$ cat config.mk
export PLATFORM = sky130hd
export DESIGN_NAME = uart_rx_core
export DESIGN_NICKNAME = d
export VERILOG_FILES = /design/src/rtl/uart_pkg.sv /design/src/rtl/uart_rx_fifo.sv /design/src/rtl/uart_rx_core.sv
export SDC_FILE = /design/constraint.sdc
export NUM_CORES = 1
export LEC_CHECK = 0
export CORE_MARGIN = 2
export CORE_UTILIZATION = 59
export DETAILED_ROUTE_END_ITERATION = 7
export GPL_TIMING_DRIVEN = 0
export PLACE_DENSITY = 0.79
export SYNTH_ARGS = -nofsm -noshare
export SYNTH_HDL_FRONTEND = slang
export SYNTH_SLANG_ARGS = --single-unit
$ cat constraint.sdc
create_clock -name clk -period 3.5 [get_ports clk]
set_input_delay 0.35 -clock clk [delete_from_list [all_inputs] [get_ports clk]]
set_output_delay 0.35 -clock clk [all_outputs]
set_load 0.03 [all_outputs]
$ cat src/rtl/uart_pkg.sv
// Shared types and baud table for the UART receive path.
package uart_pkg;

    // Tick divisors for 50 MHz with 16x oversampling
    localparam logic [8:0] BAUD_DIV [4] = '{9'd27, 9'd54, 9'd163, 9'd326};

    typedef struct packed {
        logic       perr;
        logic       ferr;
        logic [7:0] data;
    } rx_entry_t;

    typedef enum logic [2:0] {
        IDLE,
        START,
        DATA,
        PARITY,
        STOP
    } rx_state_e;

    function automatic logic [8:0] baud_reload(input logic [1:0] idx);
        return BAUD_DIV[idx] - 9'd1;
    endfunction

endpackage

$ cat src/rtl/uart_rx_fifo.sv
// Show-ahead RX FIFO; head is driven purely from flops and reads as zero when empty.
module uart_rx_fifo
    import uart_pkg::*;
#(
    parameter int DEPTH = 8
) (
    input  logic      clk,
    input  logic      rst,
    input  logic      push,
    input  logic      pop,
    input  rx_entry_t wdata,
    output rx_entry_t head,
    output logic      full,
    output logic      empty
);
    localparam int AW = $clog2(DEPTH);

    rx_entry_t     mem_q [DEPTH];
    rx_entry_t     mem_d [DEPTH];
    logic [AW-1:0] wr_ptr_q, wr_ptr_d;
    logic [AW-1:0] rd_ptr_q, rd_ptr_d;
    logic [AW:0]   count_q, count_d;
    logic          do_push, do_pop;

    assign full    = (count_q == (AW+1)'(DEPTH));
    assign empty   = (count_q == '0);
    assign do_pop  = pop & ~empty;
    // A pop in the same cycle frees the slot a full FIFO would otherwise refuse
    assign do_push = push & (~full | do_pop);
    assign head    = empty ? '0 : mem_q[rd_ptr_q];

    always_comb begin
        mem_d    = mem_q;
        wr_ptr_d = wr_ptr_q;
        rd_ptr_d = rd_ptr_q;
        count_d  = count_q;
        if (do_push) begin
            mem_d[wr_ptr_q] = wdata;
            wr_ptr_d        = wr_ptr_q + AW'(1);
        end
        if (do_pop) begin
            rd_ptr_d = rd_ptr_q + AW'(1);
        end
        case ({do_push, do_pop})
            2'b10:   count_d = count_q + (AW+1)'(1);
            2'b01:   count_d = count_q - (AW+1)'(1);
            default: count_d = count_q;
        endcase
    end

    always_ff @(posedge clk) begin
        if (rst) begin
            wr_ptr_q <= '0;
            rd_ptr_q <= '0;
            count_q  <= '0;
        end else begin
            wr_ptr_q <= wr_ptr_d;
            rd_ptr_q <= rd_ptr_d;
            count_q  <= count_d;
        end
    end

    always_ff @(posedge clk) begin
        mem_q <= mem_d;
    end

endmodule

$ cat src/rtl/uart_rx_core.sv
// UART receiver: synchroniser, tick generator, deframing FSM and RX FIFO.
// Define UART_RX_PARITY_EN for an 11-bit frame with an even parity bit.
module uart_rx_core
    import uart_pkg::*;
#(
    parameter int FIFO_DEPTH  = 8,
    parameter int OVERSAMPLE  = 16,
    parameter int SYNC_STAGES = 2
) (
    input  logic       clk,
    input  logic       rst,
    input  logic       rx_i,
    input  logic       ctrl_rxen,
    input  logic [1:0] ctrl_baud,
    input  logic       lpmode_en,
    input  logic [7:0] lpmode_div,
    input  logic       data_rd,
    output logic [7:0] data_fifo,
    output logic       data_ferr,
    output logic       data_perr,
    output logic       stat_rxe,
    output logic       rx_busy,
    output logic       instat_rx,
    output logic       rx_ovr
);
    localparam int            SW       = $clog2(OVERSAMPLE);
    localparam logic [SW-1:0] SUB_HALF = SW'(OVERSAMPLE / 2 - 1);
    localparam logic [SW-1:0] SUB_LAST = SW'(OVERSAMPLE - 1);

    logic [SYNC_STAGES-1:0] sync_q, sync_d;
    logic                   rx_prev_q, rx_prev_d;
    rx_state_e              state_q, state_d;
    logic [8:0]             tick_cnt_q, tick_cnt_d;
    logic [SW-1:0]          sub_cnt_q, sub_cnt_d;
    logic [2:0]             bit_cnt_q, bit_cnt_d;
    logic [7:0]             data_q, data_d;
`ifdef UART_RX_PARITY_EN
    logic                   perr_q, perr_d;
`endif
    logic                   rx_s, start_edge, tick, sample, push, full, empty;
    logic [8:0]             reload;
    rx_entry_t              push_entry, head;

    assign rx_s       = sync_q[SYNC_STAGES-1];
    assign start_edge = rx_prev_q & ~rx_s;
    assign reload     = lpmode_en ? {1'b0, lpmode_div} : baud_reload(ctrl_baud);
    assign tick       = (tick_cnt_q == '0);
    // START samples at mid-bit; every later state samples a full bit period on
    assign sample     = tick && (sub_cnt_q == ((state_q == START) ? SUB_HALF : SUB_LAST));

    always_comb begin
        sync_d     = {sync_q[SYNC_STAGES-2:0], rx_i};
        rx_prev_d  = rx_s;
        state_d    = state_q;
        tick_cnt_d = tick ? reload : tick_cnt_q - 9'd1;
        sub_cnt_d  = sub_cnt_q;
        bit_cnt_d  = bit_cnt_q;
        data_d     = data_q;
        push       = 1'b0;
`ifdef UART_RX_PARITY_EN
        perr_d     = perr_q;
`endif
        if (tick) begin
            sub_cnt_d = sample ? '0 : sub_cnt_q + SW'(1);
        end
        case (state_q)
            IDLE: begin
                tick_cnt_d = reload;
                sub_cnt_d  = '0;
                bit_cnt_d  = '0;
`ifdef UART_RX_PARITY_EN
                perr_d     = 1'b0;
`endif
                if (start_edge && ctrl_rxen) state_d = START;
            end
            START: begin
                if (sample) state_d = rx_s ? IDLE : DATA;
            end
            DATA: begin
                if (sample) begin
                    data_d    = {rx_s, data_q[7:1]};
                    bit_cnt_d = bit_cnt_q + 3'd1;
                    if (bit_cnt_q == 3'd7) begin
`ifdef UART_RX_PARITY_EN
                        state_d = PARITY;
`else
                        state_d = STOP;
`endif
                    end
                end
            end
`ifdef UART_RX_PARITY_EN
            PARITY: begin
                if (sample) begin
                    perr_d  = rx_s ^ (^data_q);
                    state_d = STOP;
                end
            end
`endif
            STOP: begin
                if (sample) begin
                    push    = ctrl_rxen;
                    state_d = IDLE;
                end
            end
            default: state_d = IDLE;
        endcase
        if (!ctrl_rxen) state_d = IDLE;
    end

    always_comb begin
        push_entry.data = data_q;
        push_entry.ferr = ~rx_s;
`ifdef UART_RX_PARITY_EN
        push_entry.perr = perr_q;
`else
        push_entry.perr = 1'b0;
`endif
    end

    always_ff @(posedge clk) begin
        if (rst) begin
            sync_q     <= '1;
            rx_prev_q  <= 1'b1;
            state_q    <= IDLE;
            tick_cnt_q <= '0;
            sub_cnt_q  <= '0;
            bit_cnt_q  <= '0;
            data_q     <= '0;
`ifdef UART_RX_PARITY_EN
            perr_q     <= 1'b0;
`endif
        end else begin
            sync_q     <= sync_d;
            rx_prev_q  <= rx_prev_d;
            state_q    <= state_d;
            tick_cnt_q <= tick_cnt_d;
            sub_cnt_q  <= sub_cnt_d;
            bit_cnt_q  <= bit_cnt_d;
            data_q     <= data_d;
`ifdef UART_RX_PARITY_EN
            perr_q     <= perr_d;
`endif
        end
    end

    uart_rx_fifo #(.DEPTH(FIFO_DEPTH)) u_fifo (
        .clk   (clk),
        .rst   (rst),
        .push  (push),
        .pop   (data_rd),
        .wdata (push_entry),
        .head  (head),
        .full  (full),
        .empty (empty)
    );

    assign data_fifo = head.data;
    assign data_ferr = head.ferr;
    assign data_perr = head.perr;
    assign stat_rxe  = ~empty;
    assign rx_busy   = (state_q != IDLE);
    assign instat_rx = push & (~full | (data_rd & ~empty));
    assign rx_ovr    = push & ~instat_rx;

endmodule

==> impl_metrics.tcl <==
set metrics [dict create \
    drive_above_1_share_pct 18.1 \
    wire_per_inst_um 17.6 \
    netlist_top_cells_count "edfxtp_1 (72), dfxtp_1 (40), nand2_1 (25)" \
    yosysTopAreaCell "edfxtp_1" \
    numPortBuffers 27 \
    rsz0062_at_grt "no" \
    startpoint_type "flip-flop" \
    cts_setup_buffers 0 \
    path_clk_slew_ns 0.11 \
    netlist_top_cells_area "edfxtp_1 (43%), dfxtp_1 (16%), mux4_2 (8.1%)" \
    n_antenna_cell 0 \
    area_growth_pct 13.5 \
    antenna_left 0 \
    synthCells 368 \
    ys_ff_latch 112 \
    vias_per_cell 5.90 \
    core_um2 8220 \
    grt_pass1_wl_mm 14.7 \
    yosys.area.top_type_share_pct 43.3 \
    finalCriticalPeriod_ns 3.25 \
    cts.sinks 112 \
    maxSlewHeadroom_pct 11.3 \
    drt_first_pass_iters 4 \
    setup_viol 0 \
    synth_ff_type "edfxtp_1" \
    cts-htree-levels 3 \
    cp.arrival_ns 2.90 \
    drt_iter0_drc 115 \
    grt_pass1_vias 2992 \
    maxSlewViolCount 0 \
    ir_drop_uv 253 \
    cts_max_path_buffers 2 \
    fp.dieArea_um2 9220 \
    route.vias.total 3069 \
    dp_hpwl_mm 6.74 \
    io_pins 30 \
    crit_required_ns 3.15 \
    fmax_mhz 308 \
    setup_tns_ns 0 \
    power.density_nw_per_um2 410 \
    antenna_found_initial 0 \
    row_count 33 \
    drc 0 \
    synth_edf_count 72 \
    cp_max_fo 10 \
    die_y_um 96.0 \
    finalHoldViolations 0 \
    postLayoutSetupSlackWorst_ns 0.255 \
    gp_congestion 0.823 \
    cap_violations 0 \
    syn_area_um2 5000 \
    grt_max_degree 22 \
    hp-class "in2reg" \
    async_flop_share_pct 0 \
    fin_util_pct 69.1 \
    grt_usage_pct 21.5 \
    place_ws_ns 0.119 \
    fin_skew_ns 0.0188 \
    r2r-end "u_fifo.mem_q[48]" \
    holdBufCountCts 0 \
    clk-insertion-delay-late_ns 0.38 \
    tightest_slew_ns 1.32 \
    timing.rr.start "tick_cnt_q[0]" \
    worstHoldPathCells 2 \
    synth.distinct_cells 61 \
    crit_type "reg2out" \
    start_util_pct 60.8 \
    cts_buffers 9 \
    cts_root_buffer "clkbuf_8" \
    die_x_um 96.0 \
    grt-ovfl-total 0 \
    synth_area_per_cell_um2 13.6 \
    ys_seq_area_share_pct 59.3 \
    min_to "sync_q[0]" \
    nNetsFinal 439 \
    min_from "rst" \
    yosysWarnings 0 \
    synth.most_common_cell "edfxtp_1" \
    tritoncts "built" \
    endpoint_kind "primary output" \
    r2r_setup_slack_ns 0.29 \
    status "complete, no violations" \
    drt-total-wl_mm 9.17 \
    cellLeakagePower_nw 1.86 \
    min_period_over_period_pct 92.7 \
    r2r.worst_path.cells 6 \
    synth.net_count 397 \
]
[final cells by class]
| class | instances | area, um^2 |
|---|---|---|
| flip-flops and latches | 112 | 2960 |
| fillers | 575 | 2540 |
| multi-input cells | 229 | 1940 |
| repair buffers | 31 | 300 |
| well taps | 105 | 131 |
| clock buffers | 9 | 124 |
| clock inverters | 7 | 90.1 |
| plain buffers | 18 | 88.8 |
| inverters | 9 | 33.8 |
[worst max-delay path: stages (launching register included)]
cell             delay [ns]
dfxtp_1                0.35
buf_2                  0.34
buf_2                  0.41
mux4_2                 0.55
mux2i_1                0.15
nor2_1                 0.08
clkdlybuf4s50_1        0.64
[worst max path at each step]
stage               slack [ns]                from          endpoint
floorplan                 0.61       tick_cnt_q[0]  u_fifo.mem_q[10]
global placement         -0.37           ctrl_rxen  u_fifo.mem_q[30]
detailed placement        0.12           ctrl_rxen  u_fifo.mem_q[40]
CTS                       0.05  u_fifo.rd_ptr_q[1]      data_fifo[4]
global route              0.07  u_fifo.rd_ptr_q[0]      data_fifo[4]
finish                    0.25  u_fifo.rd_ptr_q[0]      data_fifo[4]
[state kept, by name (all words and copies together) (netlist names), 3 cells and up]
name,count
sub_cnt_q,4
u_fifo.count_q,4
bit_cnt_q,3
state_q,3
u_fifo.wr_ptr_q,3
tick_cnt_q,9
u_fifo.mem_q,72
u_fifo.rd_ptr_q,3
data_q,8
[routing by layer]
layer	GRT usage, %	up-vias	share of wire, %
met3	2.58	8	3.1
met5	0	-	0
met2	39.2	51	52
met4	6.79	0	0.96
met1	26.7	1526	44
li1	-	1484	-
[through the flow]
step                instances  hold WS [ns]  area [um^2]  power (mW)
floorplan                 368         0.389         5000        1.51
global placement          500         0.391         5400        1.54
detailed placement        504         0.404         5460        1.55
CTS                       520         0.229         5670        2.33
global route              520         0.230         5680        2.40
finish                    520         0.235         5680        2.33
[cells in the final DEF (no fill, tap or decap), types with 11 or more instances in the layout]
master / netlist / routed
mux4_2: 18 / 18
clkdlybuf4s50_1: 0 / 27
ha_1: 13 / 13
a21oi_1: 21 / 21
dfxtp_1: 40 / 40
edfxtp_1: 72 / 72
nand2_1: 25 / 25
nor2_1: 22 / 22
a211oi_1: 16 / 16
mux2i_1: 11 / 11
[power breakdown]
part	internal (mW)	switching, mW	total [mW]
clock	0.353	0.459	0.811
combinational	0.0522	0.0553	0.107
sequential	1.40	0.0122	1.41
[what timing repair did]
| action | CTS | global route |
|---|---|---|
| gates resized for setup | 0 | 1 |
| setup endpoints to repair | 0 | 2 |
| endpoints found under the hold margin | 0 | 0 |
[kinds of logic after synthesis]
| group | share of synthesized area (%) |
|---|---|
| compound gates | 7.08 |
| xor+xnor | 2.75 |
| fa+ha+maj | 3.25 |
| buf+inv | 2.43 |
| flops | 59.3 |
| mux | 10.8 |
| other cells | 0.0750 |
| simple gates | 14.4 |
Note: power is estimated with default switching activity, not from simulation.
